<file path="src/rtl/servo_pwm_scheduler.sv">
// Two-channel hobby-servo PWM generator with frame-aligned position latching,
// per-frame slew limiting and a clean stop at the end of the current frame.
module servo_pwm_scheduler #(
  parameter int unsigned CLK_HZ      = 50000000,
  parameter int unsigned PERIOD_US   = 20000,
  parameter int unsigned MIN_US      = 1000,
  parameter int unsigned US_PER_CODE = 4,
  parameter int unsigned SLEW_STEP   = 8,
  parameter int unsigned INIT_POS    = 128
) (
  input  logic       clk,
  input  logic       reset_n,
  input  logic       enable,
  input  logic [7:0] servo_1_pos,
  input  logic [7:0] servo_2_pos,
  output logic       pwm_1,
  output logic       pwm_2,
  output logic       frame_start,
  output logic [7:0] cur_1_pos,
  output logic [7:0] cur_2_pos,
  output logic       busy
);

  localparam int unsigned CycPerUs = CLK_HZ / 1000000;
  localparam int unsigned PsW      = (CycPerUs > 1) ? $clog2(CycPerUs) : 1;
  localparam int unsigned FrW      = (PERIOD_US > 1) ? $clog2(PERIOD_US) : 1;
  localparam logic [PsW-1:0] PsLast = PsW'(CycPerUs - 1);
  localparam logic [FrW-1:0] FrLast = FrW'(PERIOD_US - 1);

  typedef enum logic [0:0] {StDisabled, StFrame} state_e;

  state_e         state_q, state_d;
  logic [PsW-1:0] presc_q, presc_d;
  logic [FrW-1:0] frame_us_q, frame_us_d;
  logic [FrW-1:0] width_1_q, width_1_d, width_2_q, width_2_d;
  logic [7:0]     cur_1_q, cur_1_d, cur_2_q, cur_2_d;
  logic           pwm_1_q, pwm_1_d, pwm_2_q, pwm_2_d;
  logic           fs_q, fs_d;
  logic           tick, wrap, boundary;

  // Move cur toward tgt by at most SLEW_STEP codes (0 disables the limit).
  function automatic logic [7:0] slew(input logic [7:0] cur, input logic [7:0] tgt);
    logic signed [8:0] d;
    logic [8:0]        mag;
    logic [7:0]        res;
    d   = $signed({1'b0, tgt}) - $signed({1'b0, cur});
    mag = d[8] ? $unsigned(-d) : $unsigned(d);
    if (SLEW_STEP == 0 || 32'(mag) <= SLEW_STEP) begin
      res = tgt;
    end else if (d[8]) begin
      res = cur - 8'(SLEW_STEP);
    end else begin
      res = cur + 8'(SLEW_STEP);
    end
    return res;
  endfunction

  // Clamp keeps at least one low microsecond in every frame.
  function automatic logic [FrW-1:0] width_of(input logic [7:0] pos);
    logic [31:0] w;
    w = MIN_US + 32'(pos) * US_PER_CODE;
    if (w > PERIOD_US - 1) begin
      w = PERIOD_US - 1;
    end
    return FrW'(w);
  endfunction

  assign tick = (presc_q == PsLast);
  assign wrap = tick && (frame_us_q == FrLast);

  always_comb begin
    state_d    = state_q;
    presc_d    = presc_q;
    frame_us_d = frame_us_q;
    cur_1_d    = cur_1_q;
    cur_2_d    = cur_2_q;
    width_1_d  = width_1_q;
    width_2_d  = width_2_q;
    boundary   = 1'b0;

    unique case (state_q)
      StDisabled: begin
        presc_d    = '0;
        frame_us_d = '0;
        if (enable) begin
          state_d  = StFrame;
          boundary = 1'b1;
        end
      end
      StFrame: begin
        presc_d = tick ? '0 : presc_q + 1'b1;
        if (tick) begin
          frame_us_d = wrap ? '0 : frame_us_q + 1'b1;
        end
        // enable is only looked at here, so a running frame always completes.
        if (wrap) begin
          if (enable) begin
            boundary = 1'b1;
          end else begin
            state_d = StDisabled;
          end
        end
      end
      default: state_d = StDisabled;
    endcase

    if (boundary) begin
      cur_1_d   = slew(cur_1_q, servo_1_pos);
      cur_2_d   = slew(cur_2_q, servo_2_pos);
      width_1_d = width_of(cur_1_d);
      width_2_d = width_of(cur_2_d);
    end

    fs_d    = boundary;
    pwm_1_d = (state_d == StFrame) && (frame_us_d < width_1_d);
    pwm_2_d = (state_d == StFrame) && (frame_us_d < width_2_d);
  end

  always_ff @(posedge clk) begin
    if (!reset_n) begin
      state_q    <= StDisabled;
      presc_q    <= '0;
      frame_us_q <= '0;
      width_1_q  <= '0;
      width_2_q  <= '0;
      cur_1_q    <= 8'(INIT_POS);
      cur_2_q    <= 8'(INIT_POS);
      pwm_1_q    <= 1'b0;
      pwm_2_q    <= 1'b0;
      fs_q       <= 1'b0;
    end else begin
      state_q    <= state_d;
      presc_q    <= presc_d;
      frame_us_q <= frame_us_d;
      width_1_q  <= width_1_d;
      width_2_q  <= width_2_d;
      cur_1_q    <= cur_1_d;
      cur_2_q    <= cur_2_d;
      pwm_1_q    <= pwm_1_d;
      pwm_2_q    <= pwm_2_d;
      fs_q       <= fs_d;
    end
  end

  assign pwm_1       = pwm_1_q;
  assign pwm_2       = pwm_2_q;
  assign frame_start = fs_q;
  assign cur_1_pos   = cur_1_q;
  assign cur_2_pos   = cur_2_q;
  assign busy        = (cur_1_q != servo_1_pos) || (cur_2_q != servo_2_pos);

endmodule

</file>
<file path="config.mk">
export PLATFORM = sky130hd
export DESIGN_NAME = servo_pwm_scheduler
export DESIGN_NICKNAME = d
export VERILOG_FILES = /design/src/rtl/servo_pwm_scheduler.sv
export SDC_FILE = /design/constraint.sdc
export NUM_CORES = 1
export LEC_CHECK = 0
export CORE_MARGIN = 2
export CORE_UTILIZATION = 54
export DETAILED_ROUTE_END_ITERATION = 6
export MAX_ROUTING_LAYER = met4
export PLACE_DENSITY = 0.77
export SLEW_MARGIN = 10
export SYNTH_ARGS = -nofsm -noshare
export SYNTH_HDL_FRONTEND = slang
export SYNTH_SLANG_ARGS = --single-unit
export TNS_END_PERCENT = 10
</file>
<file path="constraint.sdc">
create_clock -name clk -period 7 [get_ports clk]
set_input_delay 1.75 -clock clk [delete_from_list [all_inputs] [get_ports clk]]
set_output_delay 1.75 -clock clk [all_outputs]
set_load 0.01 [all_outputs]
</file>
Word level (Yosys, flattened, before mapping)
Index checks and enable logic that the tools add are counted.

Add/subtract/negate cells: 12. $lt $le $gt $ge: 6. Equal/unequal tests: 4. Multiplexer cells: 22. Bitwise gates (word level): 1. Reductions and logical operators: 4.

Operator list (count): $mux W15 (6); $mux W8 (6); $gt A11 B15 Y1 const B (2); $lt A15 B15 Y1 (2); $pmux W15 S2 (1); $add A10 B10 Y11 const A (2); $le A9 B4 Y1 const B (2); $mux W9 (2); $neg A9 Y9 (2); $sub A8 B8 Y9 (2); $add A8 B4 Y8 const B (2); $ne A8 B8 Y1 (2); $sub A8 B4 Y8 const B (2); $add A15 B1 Y15 const B (1); $eq A15 B15 Y1 const B (1); $pmux W6 S2 (1); $add A6 B1 Y6 const B (1); $eq A6 B6 Y1 const B (1); $mux W6 (1); $pmux W1 S2 (2); $logic_and A1 B1 Y1 (3); $mux W1 (3); $logic_or A1 B1 Y1 (1); $not A1 Y1 (1).

Register bits after elaboration: 71. Input port bits: 19. Output and inout port bits: 20. Logic and storage cells: 59.

Longest topological paths before layout
Depth after elaboration: 12. Mapped depth: 29. Mapped depth without buffers: 28.

Worst setup path before layout
Ideal clock, no wire load.

Kind: input to register. Start: input port servo_2_pos[0]. End: register pwm_2_q (netlist: pwm_2). Library setup time: 81 ps. Arrival time: 7124 ps. Data required time: 6919 ps. Setup slack: -205 ps. Stages: 26. Buffers on the path: 1. Cells stage by stage: inv_1 -> ha_1 -> inv_1 -> fa_1 -> a21o_1 -> a21oi_1 -> xor2_1 -> a21boi_0 -> a2111o_1 -> o31a_1 -> clkbuf_1 -> o21ai_0 -> nand2_1 -> ha_1 -> or4_1 -> xor2_1 -> o21ai_0 -> a31o_2 -> ha_1 -> a21o_1 -> a21o_1 -> a21o_1 -> a21o_1 -> a21o_1 -> a2111o_1 -> a41oi_1.

Word-level cells in the longest chain between the ends: 12. Elaborated cells between the ends (all ways): 13. Those cells by class: add/sub (3); order compare (3); mux (6); reduce/logical (1).

RTL lines: start: declaration (line 15) `input logic [7:0] servo_2_pos,`; $sub A8 B8 Y9 (line 46) `d = $signed({1'b0, tgt}) - $signed({1'b0, cur});`; $neg A9 Y9 (line 47) `mag = d[8] ? $unsigned(-d) : $unsigned(d);`; $mux W9 (line 47); $le A9 B4 Y1 (line 48) `if (SLEW_STEP == 0 || 32'(mag) <= SLEW_STEP) begin`; $mux W8 * (line 48); $mux W8 * (line 107) `if (boundary) begin`; $add A10 B10 Y11 * (line 61) `w = MIN_US + 32'(pos) * US_PER_CODE;`; $gt A11 B15 Y1 (line 62) `if (w > PERIOD_US - 1) begin`; $mux W15 * (line 62); $mux W15 * (line 107); $lt A15 B15 Y1 * (line 116) `pwm_2_d = (state_d == StFrame) && (frame_us_d < width_2_d);`; $logic_and A1 B1 Y1 * (line 116); end signal: assignment (line 140) `pwm_2_q <= pwm_2_d;`; end: declaration (line 37) `logic pwm_1_q, pwm_1_d, pwm_2_q, pwm_2_d;`.

Mark *: on every way between the ends. The rest lies on a longest branch, timed or not. The select of a mux whose other input is x is not followed. A chain may end at the register's enable or synchronous reset.

Worst setup path after layout
Start: input port servo_1_pos[3]. End: register pwm_1_q (netlist: pwm_1).

Word-level cells in the longest chain between the ends: 12. Elaborated cells between the ends (all ways): 13. Those cells by class: add/sub (3); order compare (3); mux (6); reduce/logical (1).

RTL lines: start: declaration (line 14) `input logic [7:0] servo_1_pos,`; $sub A8 B8 Y9 (line 46); $neg A9 Y9 (line 47); $mux W9 (line 47); $le A9 B4 Y1 (line 48); $mux W8 * (line 48); $mux W8 * (line 107); $add A10 B10 Y11 * (line 61); $gt A11 B15 Y1 (line 62); $mux W15 * (line 62); $mux W15 * (line 107); $lt A15 B15 Y1 * (line 115) `pwm_1_d = (state_d == StFrame) && (frame_us_d < width_1_d);`; $logic_and A1 B1 Y1 * (line 115); end signal: assignment (line 139) `pwm_1_q <= pwm_1_d;`; end: declaration (line 37).

Marked as above.

==> results.sh <==
export IMPL_n_antenna_cell=0
export IMPL_first_global_vias=5364
export IMPL_period_share=0.973
export IMPL_fp_coreArea_mm2=0.0102
export IMPL_cts_htree_levels=3
export IMPL_final_layout_size_suffix_gt1_frac=0.231
export IMPL_fin_tns_setup_ns=0
export IMPL_hold_class="reg -> reg"
export IMPL_critPathBufInv=3
export IMPL_syn_inst=673
export IMPL_ys_flop_type="dfxtp_1"
export IMPL_ir_worst_vdd_v=0.000157
export IMPL_multi_input_area_mm2=0.00420
export IMPL_crit_required_ns=7.28
export IMPL_ys_top_cells_by_count="dfxtp_1, nor2_1, ha_1, nand2_1, o21ai_0"
export IMPL_cts_made_buffers=9
export IMPL_clk_pin_slew_ns=0.08
export IMPL_clkPwrFrac=0.181
export IMPL_place_port_buffers=38
export IMPL_end_kind="flop"
export IMPL_synth_area_leaders="dfxtp_1, ha_1, xnor2_1, nor2_1, xor2_1"
export IMPL_area_delta_synth_final_pct=28.8
export IMPL_wl_mm=15.5
export IMPL_max_freq_mhz=147
export IMPL_final_net_count=871
export IMPL_ant_nets=0
export IMPL_grt_overflow_total=0
export IMPL_finalMaxSlewViolations=0
export IMPL_yosysSeqAreaShare=0.253
export IMPL_antenna_found_initial=0
export IMPL_cp_slowest_cell="clkdlybuf4s50_1"
export IMPL_finClkSkew_ns=0.0117
export IMPL_critPathKind="in -> reg"
export IMPL_cp_max_fo=4
export IMPL_route_detailed_wl_per_inst_um=16.6
export IMPL_max_slew_margin=0.260
export IMPL_synth_seq_cells=71
export IMPL_grt_pass1_wl_mm=24.7
export IMPL_synth_top_cell_area_share=0.253
export IMPL_row_count=37
export IMPL_grt_use_total=0.277
export IMPL_first_pass_iters=5
export IMPL_yosys_warnings=0
export IMPL_regArea_mm2=0.00142
export IMPL_detail_route_iter0_violations=372
export IMPL_fin_ws_ns=0.190
export IMPL_clk_insertion_delay_late_ns=0.36
export IMPL_yosysTopAreaCell="dfxtp_1"
export IMPL_synth_async_reset_ratio=0
export IMPL_viasPerCell=5.95
export IMPL_cts_tree="done"
export IMPL_seqPwrFrac=0.250
export IMPL_pwr_share_comb=0.569
export IMPL_io_pins=39
export IMPL_cts_sinks=71
export IMPL_dp_hpwl_mm=11.2
export IMPL_p_int_mw=1.12
export IMPL_clock_path_buffers=2
export IMPL_start_util=0.549
export IMPL_drcViolationCount=0
export IMPL_p_leak_nw=3.03
export IMPL_fin_crit_ns=6.81
export IMPL_yosysMostFrequentCell="dfxtp_1"
export IMPL_post_place_ws_ns=-0.658
export IMPL_vias=5541
export IMPL_worstMarginPinSlew_ns=1.11
export IMPL_power_density_mw_per_mm2=259
export IMPL_die_x_um=106
export IMPL_cp_arrival_ns=7.09
export IMPL_maxCapViolations=0
export IMPL_gp_congestion=0.922
export IMPL_start_kind="primary input"
export IMPL_die_h_um=106
export IMPL_swShare=0.404
export IMPL_status="finished clean"
export IMPL_crit_top_cell="a21o_1"
export IMPL_grt_max_degree=61
export IMPL_critical_path_max_stage_delay_ns=0.43
export IMPL_crit_family="compound AO/OA/AOI/OAI gates"
export IMPL_synth_edf_count=0
export IMPL_setup_viol=0
export IMPL_power_mw=1.87
export IMPL_synth_area_per_cell_um2=8.35
export IMPL_power_switching_uw=757
export IMPL_dieArea_mm2=0.0112
export IMPL_yosysUniqueCellTypes=80
export IMPL_synth_nets=753
export IMPL_syn_cell_area_mm2=0.00562
export IMPL_root_buffer="clkbuf_8"
export IMPL_finalHoldViolations=0
export IMPL_fillers=786
==> cells in the final DEF (no fill, tap or decap), types with 18 or more instances in the layout <==
cell             instances
buf_4                   97
dfxtp_1                 71
nor2_1                  61
ha_1                    47
nand2_1                 43
clkdlybuf4s50_1         34
o21ai_0                 29
inv_1                   28
xnor2_1                 27
a21oi_1                 25
xor2_1                  23
a21o_1                  22
nand4_1                 20
nand3_1                 20
nor3_1                  18
==> per-stage QoR <==
step	hold WS [ns]	cell area (um^2)	utilization	std cells
2_1_floorplan	0.422	5630	-	673
3_3_place_gp	0.431	6690	0.654	904
3_5_place_dp	0.439	6690	0.654	904
4_1_cts	0.450	7040	0.688	928
5_1_grt	0.470	7240	0.707	932
6_report	0.444	7240	0.707	932
==> state kept, by name, indices dropped and copies added (netlist names), 6 cells and up <==
| name | cells |
|---|---|
| presc_q | 6 |
| cur_2_pos | 8 |
| cur_1_pos | 8 |
| width_1_q | 15 |
| frame_us_q | 15 |
| width_2_q | 15 |
==> worst paths after layout <==
check                       end  slack, ns  cells past startpoint            from
hold reg to reg   width_1_q[14]       0.44                      2   width_1_q[14]
hold / removal    width_1_q[14]       0.44                      2   width_1_q[14]
setup reg to reg          pwm_1       1.29                     27    cur_1_pos[0]
setup / recovery          pwm_1       0.19                     25  servo_1_pos[3]
==> final cells by class <==
class,instances,share of cell area
Tap cell,136,0.0235
Clock buffer,9,0.0171
Multi-Input combinational cell,540,0.580
Clock inverter,7,0.0112
Inverter,32,0.0166
Sequential cell,71,0.196
Timing Repair Buffer,137,0.156
==> power groups by stage <==
stage                     combinational [mW]  clock (mW)  sequential, mW
final                                   1.07       0.339           0.469
after global routing                    1.16       0.359           0.474
after CTS                              0.999       0.344           0.469
after detailed placement               0.966           0           0.478
after global placement                 0.936           0           0.476
after floorplan                        0.618           0           0.475
==> kinds of logic (layout without fill, tap and decap cells) <==
group,count (synthesis),in the layout,share of synthesized area
AND/OR/NAND/NOR,236,236,0.220
AO/OA/AOI/OAI,165,165,0.207
flip-flops,71,71,0.253
buffers and inverters,62,185,0.0468
adder cells (fa/ha/maj),61,61,0.141
XOR/XNOR,55,55,0.0898
multiplexers,23,23,0.0419
==> timing repair <==
item                                    4_1_cts  5_1_grt
gates resized for setup                      29       34
hold buffers                                  0        0
buffers inserted                              8        4
pin swaps                                    19       28
cloned                                        0        0
endpoints found under the setup margin        2        2
==> tightest hold or removal path: cells and delay by family, from the launching register on <==
family | cells | cell delay, ns
DFF | 1 | 0.30
and+or+nand+nor | 2 | 0.11
==> per-layer routing <==
layer,GRT usage,vias to the layer above,part of all wire,wire length [um]
met5,-,-,0,0
met4,0.0874,0,0.026,399
met3,0.0399,36,0.051,785
met2,0.474,201,0.50,7730
met1,0.338,2613,0.43,6600
li1,-,2691,-,-
Power figures use the tool's default switching activity.
==> variant 1 (same settings) <==
Make the reset (`reset_n`) asynchronous in one clocked block.
--- a/src/rtl/servo_pwm_scheduler.sv
+++ b/src/rtl/servo_pwm_scheduler.sv
@@ -118,3 +118,3 @@
 
-  always_ff @(posedge clk) begin
+  always_ff @(posedge clk or negedge reset_n) begin
     if (!reset_n) begin
Check against the original RTL: differs if reset_n is asserted again (counterexample within 4 cycles, from zero or initial values and one cycle with reset_n low); with reset_n held inactive, the same outputs for 10 cycles.
==> variant 1 against the original RTL <==
  * Sequential cell count stayed put
  * Die area down 2.3%
  * Wire length decreased by 15%
  * Area after synthesis decreased by 2.4%
  * Sequential share of layout area up 6.8 points
  * Final area down 7.1%
  * Worst setup slack got worse by 0.013 ns
  * Maximum frequency shrank 0.19%
  * Largest cell class unchanged
Power is not compared: it rests on default switching activity, and its combinational part moved more than twofold at a synthesized area within 25%.
==> variant 1: results (changes against the original RTL) <==
first-pass GRT wire length: 21600 um (-13%)
GRT met1 Usage: 0.319 (-0.0184)
Non-CTS buffers: 94 (-31%)
gr usage total: 0.251 (-0.0257)
hpwl dp: 9680 um (-13%)
register-to-register setup slack: 1.50 ns (+0.21 ns)
grt met2 use: 0.407 (-0.0674)
Final Power: 0.000934 W
GPL Wtd Cong: 0.890 (-3.5%)
largest net degree at the start of global routing: 72 (+18%)
worst reg2reg path startpoint: cur_1_pos[3]$_DFFE_PN0P_
status: completed
CP max stage cell: a2111o_1
Worst R2R Path Depth: 25 (-7.4%)
register area: 0.00178 mm^2 (+25%)
Placed Instances: 808 (-11%)
number of global-route vias before repair: 4518 (-16%)
Largest stage delay, worst path: 0.48 ns (+0.05 ns)
register area share after synthesis: 0.324 (+0.0714)
share of cells above drive strength 1: 0.172 (-0.0592)
met3 routed WL: 440 um (-44%)
fillers: 789 (+0.38%)
Distinct cells, synth: 63 (-21%)
met3 global-route usage: 0.0399 (+0.0000723)
top post-synthesis cells by area: dfrtp_1 31%, ha_1 13%, mux2i_1 5.1%, xnor2_1 4.3%, nand2_1 4.0%
Worst Path Arrival: 7.13 ns (+0.04 ns)
Net Count, Synth: 684 (-9.2%)
final core occ: 0.685 (-0.0223)
Final Skew: 0.0175 ns (+0.00582 ns)
met2 WL: 6550 um (-15%)
DR WL/cell: 15.8 um (-4.8%)
DRT met1 WL: 5900 um (-11%)
fraction of area in multi-input gates: 0.537 (-0.0421)
Inverters: 44 (+38%)
Synth top cells by count: 69 x dfrtp_1, 59 x nand2_1, 57 x ha_1
crit path from: servo_1_pos[0]
-- variant 1: cell types whose count changed in the layout (fill, tap and decap cells not counted), sizes merged, moves of 8 or more --
cell   unedited run  this run
inv              33        46
nand2            45        60
a31o              8         0
dfxtp            71         0
o21a              2        11
dfrtp             0        69
nor2             62        42
nor3             20         9
mux2              4        15
buf             100        57
mux2i            19        28
a21o             22        13
-- variant 1: cells by family (layout without fill, tap and decap cells) --
| group | Yosys count | in the layout | synth area share |
|---|---|---|---|
| AOI/OAI and AO/OA | 113 | 113 | 0.134 |
| xor gates and xnor gates | 52 | 52 | 0.0830 |
| adders and majority gates | 61 | 61 | 0.145 |
| buffers and inverters | 60 | 154 | 0.0436 |
| DFF | 71 | 71 | 0.324 |
| muxes | 43 | 43 | 0.0833 |
| and+or+nand+nor | 204 | 204 | 0.187 |
-- variant 1: worst min-delay path: cells and delay by family (launching register included) --
family / cells / cell delay (ns)
buffers and inverters: 1 / 0.05
flip-flops: 1 / 0.33
AND/OR/NAND/NOR: 1 / 0.06
==> variant 2 (same flow settings) <==
Without the edit above. Change the parameter `PERIOD_US` from 20000 to 5000.
--- a/src/rtl/servo_pwm_scheduler.sv
+++ b/src/rtl/servo_pwm_scheduler.sv
@@ -4,3 +4,3 @@
   parameter int unsigned CLK_HZ      = 50000000,
-  parameter int unsigned PERIOD_US   = 20000,
+  parameter int unsigned PERIOD_US   = 5000,
   parameter int unsigned MIN_US      = 1000,
Function: same outputs for any inputs over 10 cycles, from zero or initial values and one cycle with reset_n low; that may be too few to reach the edited logic, so the function may still have changed.
==> variant 2 against the original RTL <==
  * Combinational power shrank 22%
  * Final area shrank 12%
  * Area after synthesis shrank 10%
  * Power shrank 12%
  * Clock power grew 16%
  * Wire length shrank 18%
  * Via count shrank 17%
  * Maximum frequency shrank 1.7%
  * Worst setup slack lost 0.12 ns
  * Count of clock-buffer cells in the layout grew 1
  * Synthesized cell count shrank 11%
  * Sequential cell count shrank 6
  * Critical path type unchanged
==> variant 2: results (changes against the original RTL) <==
status: completed
GPL Wtd Cong: 0.916 (-0.68%)
largest net degree at the start of global routing: 51 (-16%)
hpwl dp: 9510 um (-15%)
postcts setup bufs: 2 (-6)
dpl cell area: 0.00587 mm^2 (-12%)
Worst R2R Path Depth: 25 (-7.4%)
Net Count, Synth: 675 (-10%)
register area share after synthesis: 0.257 (+0.00448)
first-pass GRT wire length: 21200 um (-14%)
Top Registers: frame_us_q x13, width_1_q x13, width_2_q x13
Largest stage delay, worst path: 0.48 ns (+0.05 ns)
worst-case vdd ir drop: 0.188 mV (+20%)
gr usage total: 0.265 (-0.0120)
Hold Path End: width_1_q[12]$_SDFF_PN0_
crit path from: servo_1_pos[0]
CP max stage cell: a2111oi_4
leakage power: 2.67 nW (-12%)
final WL: 12700 um (-18%)
post_cts resized: 3 (-90%)
post-DR vias/cell: 5.74 (-3.5%)
top post-synthesis cells by area: dfxtp_1 26%, ha_1 13%, mux2i_1 6.9%, xnor2_1 5.4%, xor2_1 4.3%
worst-path fanout max: 3 (-1)
share of cells above drive strength 1: 0.171 (-0.0606)
Synth top cells by count: 65 x dfxtp_1, 52 x ha_1, 51 x nor2_1
Distinct cells, synth: 64 (-20%)
Detailed Route Iter0 Violations: 188 (-49%)
## variant 2: cell count changes after synthesis, sizes merged, moves of 8 or more
cell	change
a31oi	-8
mux2i	+16
nand4	-10
nor2	-11
## variant 2: tightest hold or removal path: cells and delay by family (launching register included)
kind | cells | cell delay (ns)
flops | 1 | 0.30
simple gates | 2 | 0.11
## variant 2: layout make-up
cell class / instances / area (um^2)
Fill cell: 730 / 2810
Clock inverter: 6 / 116
Timing Repair Buffer: 99 / 848
Inverter: 31 / 119
Tap cell: 111 / 139
Clock buffer: 10 / 128
Sequential cell: 65 / 1300
Multi-Input combinational cell: 481 / 3690
## variant 2: cells by family (layout without fill, tap and decap cells)
kind of cell	Yosys count	after routing	share of synthesized area
adders and majority gates	57	57	0.147
buffers and inverters	54	146	0.0428
AOI/OAI and AO/OA	139	139	0.191
muxes	37	37	0.0745
DFF	65	65	0.257
xor gates and xnor gates	57	57	0.102
and+or+nand+nor	191	191	0.186
## variant 2: power by group
group          internal [W]  leakage (nW)  switching [W]  total [W]
logic              0.000406          2.02       0.000427   0.000834
clock network      0.000239         0.121       0.000153   0.000392
registers          0.000403         0.531      0.0000284   0.000431
## variant 2: through the flow
stage	setup WS (ns)	util	hold WS, ns	cells	setup TNS, ns
floorplan	0.0582	-	0.422	600	0
global placement	-0.213	0.642	0.436	778	-0.400
detailed placement	-0.462	0.642	0.444	778	-0.861
CTS	-0.0668	0.671	0.456	796	-0.0668
global route	-0.126	0.693	0.472	803	-0.232
finish	0.0722	0.693	0.452	803	0
## variant 2: routing by layer
metal	GRT usage	wire length, um
met2	0.449	6180
met4	0.0653	236
met3	0.0395	406
met1	0.332	5830
met5	-	0
